$ cat config.mk
export PLATFORM = sky130hd
export DESIGN_NAME = row_load_ctrl
export DESIGN_NICKNAME = d
export VERILOG_FILES = /design/src/rtl/row_load_ctrl.sv
export SDC_FILE = /design/constraint.sdc
export NUM_CORES = 1
export LEC_CHECK = 0
export BUFFER_PORTS_ARGS = -buffer_cell sky130_fd_sc_hd__buf_2
export CAP_MARGIN = 10
export CELL_PAD_IN_SITES_DETAIL_PLACEMENT = 0
export CELL_PAD_IN_SITES_GLOBAL_PLACEMENT = 2
export CORE_UTILIZATION = 37
export DETAILED_ROUTE_END_ITERATION = 8
export PLACE_DENSITY_LB_ADDON = 0.1
export SETUP_SLACK_MARGIN = 0.5
export SYNTH_ARGS = -nofsm -noshare
export SYNTH_HDL_FRONTEND = slang
export SYNTH_SLANG_ARGS = --single-unit
$ cat constraint.sdc
create_clock -name clk -period 4.7 [get_ports clk]
set_clock_uncertainty 0.15 [all_clocks]
set_input_delay 0.235 -clock clk [delete_from_list [all_inputs] [get_ports clk]]
set_output_delay 0.235 -clock clk [all_outputs]
set_load 0.02 [all_outputs]
$ cat src/rtl/row_load_ctrl.sv
// Row-buffer load sequencer: copies one spatial row from the IFM buffer into the
// row buffer currently at ptr_below, zero-filling padding rows, and owns pointer rotation.
module row_load_ctrl #(
   parameter int unsigned W_SIZE    = 10,
   parameter int unsigned W_CHANNEL = 10,
   parameter int unsigned IFM_DW    = 32,
   parameter int unsigned IFM_AW    = 16,
   parameter int unsigned ROW_DEPTH = 1536,
   parameter int unsigned RB_AW     = 11
) (
   input  logic                 clk,
   input  logic                 rstn,
   input  logic [W_SIZE-1:0]    q_width,
   input  logic [W_SIZE-1:0]    q_height,
   input  logic [W_CHANNEL-1:0] q_channel,
   input  logic                 q_layer_start,
   input  logic                 m_req_load,
   input  logic [W_SIZE-1:0]    m_req_row,
   input  logic                 m_rotate,
   output logic [IFM_AW-1:0]    ifm_rd_addr,
   input  logic [IFM_DW-1:0]    ifm_rd_data,
   output logic [2:0]           rb_we,
   output logic [RB_AW-1:0]     rb_addr,
   output logic [IFM_DW-1:0]    rb_din,
   output logic [1:0]           ptr_above,
   output logic [1:0]           ptr_cur,
   output logic [1:0]           ptr_below,
   output logic                 o_busy,
   output logic                 o_req_done,
   output logic                 o_req_err
);
   localparam int unsigned NW = W_SIZE + W_CHANNEL;
   localparam int unsigned PW = W_SIZE + NW;

   typedef enum logic [1:0] {IDLE, RUN, DRAIN, DONE} state_t;

   state_t            state, state_d;
   logic [1:0]        tgt, tgt_d;
   logic              pad, pad_d;
   logic [IFM_AW-1:0] base, base_d;
   logic [RB_AW-1:0]  cnt, cnt_d;
   logic [RB_AW-1:0]  last, last_d;
   logic [IFM_AW-1:0] ifm_rd_addr_d;
   logic [2:0]        rb_we_d;
   logic [RB_AW-1:0]  rb_addr_d;
   logic [1:0]        ptr_above_d, ptr_cur_d, ptr_below_d;
   logic              busy_d, done_d, err_d;

   logic [NW-1:0]     n_full;
   logic [PW-1:0]     base_full;

   assign n_full    = NW'(q_width) * NW'(q_channel);
   assign base_full = PW'(m_req_row) * PW'(n_full);

   // The dpram's own output register is the write-stage data register, so the
   // data passes straight through, qualified by the registered write enable.
   assign rb_din = (rb_we != 3'b000 && !pad) ? ifm_rd_data : '0;

   // Next-state and next-output logic
   always_comb begin
      state_d       = state;
      tgt_d         = tgt;
      pad_d         = pad;
      base_d        = base;
      cnt_d         = cnt;
      last_d        = last;
      ifm_rd_addr_d = ifm_rd_addr;
      rb_we_d       = 3'b000;
      rb_addr_d     = rb_addr;
      err_d         = 1'b0;
      ptr_above_d   = ptr_above;
      ptr_cur_d     = ptr_cur;
      ptr_below_d   = ptr_below;

      if (q_layer_start) begin
         ptr_above_d = 2'd0;
         ptr_cur_d   = 2'd1;
         ptr_below_d = 2'd2;
      end else if (m_rotate) begin
         ptr_above_d = ptr_cur;
         ptr_cur_d   = ptr_below;
         ptr_below_d = ptr_above;
      end

      case (state)
         IDLE: begin
            if (m_req_load) begin
               if (n_full > NW'(ROW_DEPTH)) begin
                  err_d = 1'b1;
               end else begin
                  tgt_d         = ptr_below;
                  pad_d         = (m_req_row >= q_height);
                  base_d        = IFM_AW'(base_full);
                  last_d        = RB_AW'(n_full - NW'(1));
                  cnt_d         = '0;
                  ifm_rd_addr_d = IFM_AW'(base_full);
                  // An empty row still spends a DRAIN cycle so done timing is uniform
                  state_d       = (n_full == '0) ? DRAIN : RUN;
               end
            end
         end
         RUN: begin
            rb_we_d   = 3'b001 << tgt;
            rb_addr_d = cnt;
            if (cnt == last) begin
               state_d = DRAIN;
            end else begin
               cnt_d         = cnt + RB_AW'(1);
               ifm_rd_addr_d = base + IFM_AW'(cnt) + IFM_AW'(1);
            end
         end
         DRAIN:   state_d = DONE;
         DONE:    state_d = IDLE;
         default: state_d = IDLE;
      endcase

      if (m_req_load && state != IDLE) err_d = 1'b1;

      busy_d = (state_d != IDLE);
      done_d = (state_d == DONE);
   end

   // State and output registers
   always_ff @(posedge clk or negedge rstn) begin
      if (!rstn) begin
         state       <= IDLE;
         tgt         <= 2'd0;
         pad         <= 1'b0;
         base        <= '0;
         cnt         <= '0;
         last        <= '0;
         ifm_rd_addr <= '0;
         rb_we       <= 3'b000;
         rb_addr     <= '0;
         ptr_above   <= 2'd0;
         ptr_cur     <= 2'd1;
         ptr_below   <= 2'd2;
         o_busy      <= 1'b0;
         o_req_done  <= 1'b0;
         o_req_err   <= 1'b0;
      end else begin
         state       <= state_d;
         tgt         <= tgt_d;
         pad         <= pad_d;
         base        <= base_d;
         cnt         <= cnt_d;
         last        <= last_d;
         ifm_rd_addr <= ifm_rd_addr_d;
         rb_we       <= rb_we_d;
         rb_addr     <= rb_addr_d;
         ptr_above   <= ptr_above_d;
         ptr_cur     <= ptr_cur_d;
         ptr_below   <= ptr_below_d;
         o_busy      <= busy_d;
         o_req_done  <= done_d;
         o_req_err   <= err_d;
      end
   end
endmodule

==> metrics.md, run 1 <==
| Metric | Value |
|---|---|
| Status | finished, violations left |
| Failing checks | setup timing |
| Fin crit share | 1.79 |
| Post-Route WL | slightly above 30000 um |
| FF-to-FF path depth | 15 |
| Cells after Synth | approximately 1300 |
| Final Worst Setup Slack | -3.70 ns |
| Unique masters post-synth | 60 |
| Antenna diodes | 0 |
| Top-count cell post-synth | inv_1 |
| Slew headroom | 0.297 |
| Crit path largest cell delay | ~0.56 ns |
| Initial Util | 0.377 |
| Antenna Nets Post-Route | 0 |
| RePlAce Congestion | approximately 0.83 |
| Synth top area share | 0.238 |
| Crit path top cell by count | fa_1 |
| Worst path required time | between 4 and 5 ns |
| IO buf count | 147 |
| Clock Latency Late Sink | about 0.34 ns |
| Grt met3 use | 0.0138 |
| Critical Path AT | about 8.5 ns |
| Setup crit start kind | input port |
| Max Freq | approximately 120 MHz |
| Global Route met1 Usage | 0.285 |
| Num Clock Sinks | 82 |
| Root Buffer | clkbuf_16 |
| Post-Place Cells | slightly below 2000 |
| Crit-path max FO | 5 |
| Final count of pins violating max slew | 0 |
| Post-synth top flop | dfrtp_1 |
| MaxCap Viol Count | 0 |
| I/O Pins | 148 |
| Hold violation count in the final report | 0 |
| Measured slew at the worst slew-check pin | ~1.1 ns |
| CTS Buf Count | 9 |
| Post-DP HPWL | between 20000 and 25000 um |
| CP Capture Type | flip-flop |
| Initial DRC count | between 400 and 500 |
| R2R Setup Slk | a little over 1 ns |
| Worst Hold Class | in -> reg |
| Total GRT Usage | 0.202 |
| Met2 usage | 0.340 |
| Drt first pass iters | 5 |
| Grt peak-use layer | met2 |
| Endpoints failing setup | between 60 and 70 |
| WS Path Type | in -> reg |
| Synth area leader | fa_1 |
| Core area | about 0.030 mm2 |
| Clock tree buffer depth | 2 |
| Synth cell count leaders | 186 x inv_1, 171 x nand2_1, 133 x fa_1, 117 x and2_1, 108 x ha_1 |
| Reg clk slew, reported paths | 0.06 ns |
| Initial antenna violation count | 0 |
| Layout Cells excl Fill | 2036 |
| Async S/R FF share, synth | 1.00 |
| Sequential-to-total area share from yosys stat | 0.183 |
| EDFF count, synth | 0 |
| Nets | approximately 2000 |
| Vias | a little under 10000 |
| Largest net degree at the start of global routing | between 80 and 90 |
| Avg Inst Size Synth | around 8.9 um2 |
| CTS tree | done |
| Min-Delay Path Depth | 2 |
| Register bit total from synthesis | between 80 and 90 |
| # fillers | between 2000 and 3000 |
| Synth area leaders | fa_1 24%, dfrtp_1 18%, ha_1 12% |
| Setup repair after global routing missed its margin | yes |
| H-tree levels | 3 |
| Die extent in y | approximately 180 um |
| # rows | 63 |
| CP max-delay cell | fa_1 |
| Synth-to-Final Area Change | 47.9% |
| Share of cells above drive strength 1 | 0.404 |
| First-pass GRT wire length | between 40000 and 50000 um |
| Post-Syn Area | 0.0112 mm2 |
| Net Count, Synth | about 1600 |
| Clock period minus worst slack | between 8 and 9 ns |
| Vias per inst | 4.75 |
| DR DRC count | 0 |
| Grt ovf | 0 |
| DIE WIDTH | 176 um |
| WL/cell | 15.3 um |
| Total Die Area | 0.0310 mm2 |
| YS warnings | 0 |
| Vias in the first global route | between 9000 and 10000 |
cell usage in the layout, fill, tap and decap left out, types with 7 or more instances in the layout:
cell type,instances
a21o_1,19
a21oi_1,19
a21oi_2,24
and2_1,105
and2_4,12
and3_1,16
buf_12,14
buf_2,129
buf_4,207
buf_6,54
clkbuf_16,12
dfrtp_1,80
fa_1,126
fa_2,7
ha_1,82
ha_4,26
inv_1,159
inv_2,27
mux2_4,25
nand2_1,138
nand2_2,22
nand2_4,10
nand2b_1,9
nand3_1,10
nor2_1,42
nor2_2,7
nor2b_1,10
nor3_1,8
o21ai_0,21
o21ai_1,9
xnor2_1,23
xnor2_4,8
xor2_1,32
metal layers:
layer	vias to the layer above	wire length [um]
met5	-	0
met4	0	282
met3	18	751
met2	147	15200
met1	4734	14900
li1	4781	-
cell families (layout without fill, tap and decap cells):
| kind of cell | count (synthesis) | in the layout | synth area share |
|---|---|---|---|
| AOI/OAI and AO/OA | 164 | 164 | 0.0927 |
| and+or+nand+nor | 429 | 429 | 0.190 |
| DFF | 82 | 82 | 0.183 |
| muxes | 32 | 32 | 0.0319 |
| buffers and inverters | 238 | 624 | 0.0814 |
| xor gates and xnor gates | 74 | 74 | 0.0628 |
| adders and majority gates | 241 | 241 | 0.358 |
cell type report:
class,count,area (um2),share of cell area
clock buffers,12,246,0.0149
multi-input cells,940,9600,0.580
clock inverters,4,51.3,0.00310
flip-flops and latches,82,2050,0.124
repair buffers,422,3430,0.207
inverters,186,698,0.0421
well taps,390,488,0.0295
worst paths after layout:
path | startpoint | endpoint
max in group asynchronous | rstn | cnt[2]
hold / removal | m_rotate | ptr_below[1]
hold reg to reg | rb_addr[8] | rb_addr[8]
setup reg to reg | cnt[0] | ifm_rd_addr[12]
min in group asynchronous | rstn | ifm_rd_addr[14]
setup / recovery | q_width[0] | base[15]
worst max-delay path: cells and delay by family:
family / cells / cell delay [ns]
buffers and inverters: 4 / 0.31
xor gates and xnor gates: 8 / 1.56
adders and majority gates: 11 / 5.00
AOI/OAI and AO/OA: 2 / 0.39
muxes: 1 / 0.27
and+or+nand+nor: 4 / 0.71
timing repair:
item                       4_1_cts  5_1_grt
pin swaps                       83       65
setup buffers                   39       23
gates cloned                     5        3
setup endpoints to repair       61       61
hold buffers                     2        0
gates resized for setup        183      110
hold endpoints to repair        84        0
state kept, by name (all words and copies together) (netlist names):
name / cells
cnt: 11
ptr_cur: 2
o_req_err: 1
tgt: 2
last: 11
o_req_done: 1
ptr_above: 2
state: 2
ptr_below: 2
pad: 1
rb_addr: 11
base: 16
o_busy: 1
rb_we: 3
ifm_rd_addr: 16
per-stage QoR:
step / util / hold slack (ns) / instance area (um2) / setup TNS (ns) / worst slack (ns)
finish: 0.558 / 0.112 / 16600 / -96.15 / -3.70
global route: 0.558 / 0.115 / 16600 / -108.59 / -4.07
CTS: 0.533 / 0.104 / 15800 / -92.93 / -3.73
detailed placement: 0.483 / 0.307 / 14400 / -125.41 / -4.36
global placement: 0.483 / 0.304 / 14400 / -119.80 / -4.11
floorplan: - / -0.211 / 11900 / -91.64 / -3.86
Power of run 1 is left out: the tool's default activity adds up to more than one toggle a clock period on the data nets, which glitch-free logic cannot reach.
==> run 2: changes to the inputs <==
RECOVER_POWER = 50   (was default)
==> run 2 against run 1 <==
Net effect: the run ends with capacitance limit, slew limit, setup timing left; worst setup slack better by 0.0015 ns; maximum frequency hardly changed; cell area is 0.34% lower; critical path depth stayed put; wire length is 0.23% higher; die area stayed put; non-clock buffer count stayed put; worst hold slack better by 0.00065 ns; sequential cell count stayed put.
==> metrics.md, run 2 (synthesized netlist as in run 1, its figures left out) <==
| Metric | Value |
|---|---|
| Status | finished, violations left |
| Failing checks | capacitance limit, slew limit, setup timing |
| First-pass GRT wire length | 49700 um (unchanged) |
| Initial DRC count | 410 (-2.4%) |
| Critical Path AT | 8.46 ns (about the same) |
| Largest net degree at the start of global routing | 83 (unchanged) |
| Setup repair after global routing missed its margin | yes |
| Worst path required time | 4.77 ns (about the same) |
| Clock Latency Late Sink | 0.34 ns (about the same) |
| Crit path largest cell delay | 0.56 ns (about the same) |
| Die extent in y | 176 um (unchanged) |
| Fin crit share | 1.79 (about the same) |
| CP max-delay cell | fa_1 |
| Root Buffer | clkbuf_16 |
| Core area | 0.0297 mm2 (unchanged) |
| Antenna diodes | 0 (unchanged) |
| Post-Route WL | 31300 um (+0.23%) |
| Clock period minus worst slack | 8.39 ns (-0.00155 ns) |
| Measured slew at the worst slew-check pin | 2.05 ns (+0.994 ns) |
| Hold violation count in the final report | 0 (unchanged) |
| Top Registers | base: 16 flops, ifm_rd_addr: 16 flops |
| WS Path Type | in -> reg |
| Hold_ws | 0.113 ns (+0.000650 ns) |
| Layout Cells excl Fill | 2036 (unchanged) |
| Slew headroom | -0.366 (-0.662) |
| Drt first pass iters | 5 (unchanged) |
| Initial Util | 0.377 (unchanged) |
| Commonest non-fill, non-tap cell in the layout | buf_4 |
| I/O Pins | 148 (unchanged) |
| Antenna Nets Post-Route | 0 (unchanged) |
| Share of cells above drive strength 1 | 0.379 (-0.0249) |
| Num Clock Sinks | 82 (unchanged) |
| Clock tree buffer depth | 2 (unchanged) |
| IO buf count | 147 (unchanged) |
| Nets | 1959 (unchanged) |
| Reg clk slew, reported paths | 0.06 ns (about the same) |
| Max Freq | 119 MHz (about the same) |
| Total GRT Usage | 0.202 (unchanged) |
| Post-DP HPWL | 24500 um (unchanged) |
| Crit path top cell by count | fa_1 |
| RePlAce Congestion | 0.826 (unchanged) |
| Vias | 9723 (+0.44%) |
| Most frequent cells in the layout | 205 x buf_4, 159 x inv_1, 138 x nand2_1 |
| Post-Place Cells | 1948 (unchanged) |
| Final Worst Setup Slack | -3.69 ns (+0.00155 ns) |
| DIE WIDTH | 176 um (unchanged) |
| Final count of pins violating max slew | 83 (+83) |
| H-tree levels | 3 (unchanged) |
| Crit-path max FO | 5 (unchanged) |
| Cell Area, Placed | 0.0144 mm2 (unchanged) |
| CTS Buf Count | 9 (unchanged) |
| MaxCap Viol Count | 1 (+1) |
| # rows | 63 (unchanged) |
| Setup crit start kind | input port |
| Fin area | 0.0165 mm2 (-0.34%) |
| Initial antenna violation count | 0 (unchanged) |
| WL/cell | 15.4 um (+0.23%) |
| Dpl ws | -4.36 ns (unchanged) |
| DR DRC count | 0 (unchanged) |
| Grt ovf | 0 (unchanged) |
| # fillers | 2749 (+0.11%) |
| Synth-to-Final Area Change | 47.4% |
| Vias in the first global route | 9542 (unchanged) |
| Total Die Area | 0.0310 mm2 (unchanged) |
| Vias per inst | 4.78 (+0.44%) |
| CTS tree | done |
| Worst Hold Class | in -> reg |
| CP Capture Type | flip-flop |
| Endpoints failing setup | 61 (unchanged) |
## run 2: layer usage
metal,up-vias,global-route usage,wire length (um)
li1,4786,-,-
met1,4774,0.285,15000
met2,147,0.340,15300
met3,16,0.0138,726
met4,0,0.0359,274
met5,-,0,0
## run 2: per-stage QoR
step                      setup TNS (ns)   util
after floorplan                   -91.64      -
after global placement           -119.80  0.483
after detailed placement         -125.41  0.483
after CTS                         -92.93  0.533
after global routing             -108.63  0.556
final                             -96.13  0.556
## run 2: area by class of cell
cell class	count	area [um2]	area share
Clock inverter	4	51.3	0.00311
Tap cell	390	488	0.0296
Inverter	186	698	0.0423
Timing Repair Buffer	422	3370	0.204
Clock buffer	12	246	0.0149
Sequential cell	82	2050	0.124
Multi-Input combinational cell	940	9600	0.582
## run 2: worst paths after layout
path	cells past startpoint	slack, ns	endpoint	start
max	30	-3.69	base[15]	q_width[0]
min	2	0.11	ptr_below[1]	m_rotate
max reg2reg	15	1.03	ifm_rd_addr[12]	cnt[0]
min reg2reg	2	0.32	rb_addr[8]	rb_addr[8]
max in group asynchronous	2	2.31	cnt[2]	rstn
min in group asynchronous	2	0.88	ifm_rd_addr[14]	rstn
## run 2: repair_timing
| item | 4_1_cts | 5_1_grt |
|---|---|---|
| pin swaps | 83 | 65 |
| gates cloned | 5 | 3 |
| hold buffers | 2 | 0 |
| hold endpoints to repair | 84 | 0 |
| setup buffers | 39 | 23 |
| setup endpoints to repair | 61 | 61 |
| gates resized for setup | 183 | 110 |
## run 2: worst max-delay path: cells and delay by family
family / cells / cell delay [ns]
adder cells (fa/ha/maj): 11 / 5.00
buffers and inverters: 4 / 0.31
AO/OA/AOI/OAI: 2 / 0.39
AND/OR/NAND/NOR: 4 / 0.70
XOR/XNOR: 8 / 1.56
multiplexers: 1 / 0.27
Power of run 2 is left out for the same reason.
==> run 3: changes to the inputs <==
CORE_MARGIN = 1.5   (was default)
CTS_CLUSTER_SIZE = 16   (was default)
GPL_TIMING_DRIVEN = 0   (was default)
==> run 3 against run 2 <==
Net effect: the flow still finishes with violations (capacitance limit, slew limit, setup timing); die area increased by 1.1%; worst setup slack got worse by 0.54 ns; critical path depth increased by 2; maximum frequency decreased by 6.0%; worst hold slack got worse by 0.051 ns; critical endpoint unchanged; clock-buffer cell count increased by 3; first-iteration DRC count decreased by 19%; global-route usage increased by 0.14 points; highest routed layer unchanged; register-to-register slack got worse by 0.03 ns; wire length decreased by 0.61%.
==> metrics.md, run 3 (synthesized netlist as in run 1, its figures left out) <==
| Metric | Value |
|---|---|
| Core area | 0.0297 mm2 (unchanged) |
| Reg clk slew, reported paths | 0.06 ns (about the same) |
| Worst Hold Class | in -> reg |
| Hold_ws | 0.0617 ns (-0.0509 ns) |
| Vias | 9137 (-6.0%) |
| R2R Path Start | cnt[0] |
| Root Buffer | clkbuf_16 |
| Nets | 1814 (-7.4%) |
| I/O Pins | 148 (unchanged) |
| Synth-to-Final Area Change | 35.2% |
| WL/cell | 16.4 um (+7.0%) |
| Total Die Area | 0.0313 mm2 (+1.1%) |
| Multi-input combinational cell area | 0.00944 mm2 (-1.7%) |
| Clock tree buffer depth | 2 (unchanged) |
| Antenna diodes | 0 (unchanged) |
| Measured slew at the worst slew-check pin | 1.54 ns (-0.511 ns) |
| H-tree levels | 3 (unchanged) |
| DR DRC count | 0 (unchanged) |
| Final count of pins violating max slew | 63 (-24%) |
| Die extent in y | 177 um (+0.57%) |
| CP startpoint | q_channel[1] |
| Grt ovf | 0 (unchanged) |
| Post-DP HPWL | 24100 um (-1.5%) |
| Largest net degree at the start of global routing | 63 (-24%) |
| Initial Util | 0.377 (unchanged) |
| # rows | 63 (unchanged) |
| Crit path top cell by count | fa_1 |
| CP max-delay cell | fa_1 |
| Status | finished, violations left |
| Crit-path max FO | 8 (+3) |
| Final Worst Setup Slack | -4.23 ns (-0.538 ns) |
| Antenna Nets Post-Route | 0 (unchanged) |
| Initial DRC count | 334 (-19%) |
| IO buf count | 137 (-6.8%) |
| R2R Setup Slk | 1.00 ns (-0.03 ns) |
| Clock period minus worst slack | 8.93 ns (+0.538 ns) |
| Setup crit start kind | input port |
| Endpoints failing setup | 61 (unchanged) |
| Commonest non-fill, non-tap cell in the layout | inv_1 |
| Top Registers | base: 16 flops, ifm_rd_addr: 16 flops |
| CTS Buf Count | 9 (unchanged) |
| Max Freq | 112 MHz (-6.0%) |
| Initial antenna violation count | 0 (unchanged) |
| Total GRT Usage | 0.203 (+0.00137) |
| Register area | 0.00205 mm2 (unchanged) |
| Critical Path AT | 9.01 ns (+0.55 ns) |
| Most frequent cells in the layout | 165 x inv_1, 147 x nand2_1, 128 x buf_2, 128 x fa_1, 111 x and2_1 |
| Fin crit share | 1.90 (+0.114) |
| WS Path Type | in -> reg |
| # fillers | 2865 (+4.2%) |
| Num Clock Sinks | 82 (unchanged) |
| Hold violation count in the final report | 0 (unchanged) |
| Worst Setup EP | base[15] |
| MaxCap Viol Count | 1 (unchanged) |
| RR Endpoint | ifm_rd_addr[12] |
| CP Capture Type | flip-flop |
| Drt first pass iters | 5 (unchanged) |
| Fin area | 0.0151 mm2 (-8.3%) |
| Failing checks | capacitance limit, slew limit, setup timing |
| DIE WIDTH | 177 um (+0.57%) |
| Share of cells above drive strength 1 | 0.304 (-0.0746) |
| Setup repair after global routing missed its margin | yes |
| Vias per inst | 4.83 (+1.2%) |
| FF-to-FF path depth | 15 (unchanged) |
| Clock Latency Late Sink | 0.34 ns (about the same) |
| First-pass GRT wire length | 49800 um (+0.35%) |
| Final Core Density | 0.510 (-0.0459) |
| RePlAce Congestion | 0.794 (-3.9%) |
| Crit path largest cell delay | 0.56 ns (about the same) |
| Cell Area, Placed | 0.0131 mm2 (-8.7%) |
| CTS tree | done |
| Post-Route WL | 31100 um (-0.61%) |
| Slew headroom | -0.0247 (+0.341) |
| Worst path required time | 4.78 ns (about the same) |
| Vias in the first global route | 9320 (-2.3%) |
## run 3: cell types whose count changed in the layout (fill, tap and decap cells not counted), sizes merged
cell,before,now
clkbuf,59,56
bufinv,1,0
buf,373,234
clkinv,2,0
## run 3: cell type report
class / count / share of cell area
Clock inverter: 1 / 0.000496
Clock buffer: 15 / 0.0190
Timing Repair Buffer: 225 / 0.107
Buffer: 52 / 0.0364
Tap cell: 390 / 0.0322
Sequential cell: 82 / 0.136
Inverter: 186 / 0.0461
Multi-Input combinational cell: 940 / 0.623
## run 3: metal layers
layer | GRT usage | part of all wire | wire [um] | vias to the layer above
li1 | - | - | - | 4495
met1 | 0.282 | 0.47 | 14600 | 4478
met2 | 0.347 | 0.49 | 15200 | 146
met3 | 0.0165 | 0.031 | 959 | 18
met4 | 0.0367 | 0.0092 | 286 | 0
met5 | 0 | 0 | 0 | -
## run 3: worst min path at each step
| stage | from | end | slack [ns] | cells after the start |
|---|---|---|---|---|
| 5_1_grt | m_req_load | o_req_err | 0.06 | 2 |
| 6_report | m_req_load | o_req_err | 0.06 | 2 |
| 3_5_place_dp | rstn | ifm_rd_addr[10] | -0.002 | 1 |
| 4_1_cts | m_req_load | o_req_err | 0.05 | 2 |
| 3_3_place_gp | rb_addr[8] | rb_addr[8] | 0.31 | 2 |
| 2_1_floorplan | rstn | base[0] | -0.21 | 0 |
## run 3: what timing repair did
action                                  4_1_cts  5_1_grt
hold buffers                                  2        0
cloned                                        7        0
endpoints found under the setup margin       61       61
buffers inserted                             63       15
resized for setup                           147       70
pin swaps                                    56       51
hold endpoints to repair                     29        0
## run 3: metrics by stage
step           cells  setup TNS (ns)  setup WS [ns]
4_1_cts         1876         -108.59          -4.25
6_report        1891         -108.32          -4.23
2_1_floorplan   1260          -91.64          -3.86
5_1_grt         1891         -120.80          -4.52
3_5_place_dp    1788         -150.15          -5.49
3_3_place_gp    1787         -150.42          -5.49
## run 3: worst max-delay path, delay by kind of cell
kind | cells | cell delay, ns
compound gates | 2 | 0.30
fa+ha+maj | 11 | 5.17
mux | 1 | 0.29
xor+xnor | 9 | 2.08
buf+inv | 5 | 0.34
simple gates | 4 | 0.60
Power of run 3 is left out for the same reason.
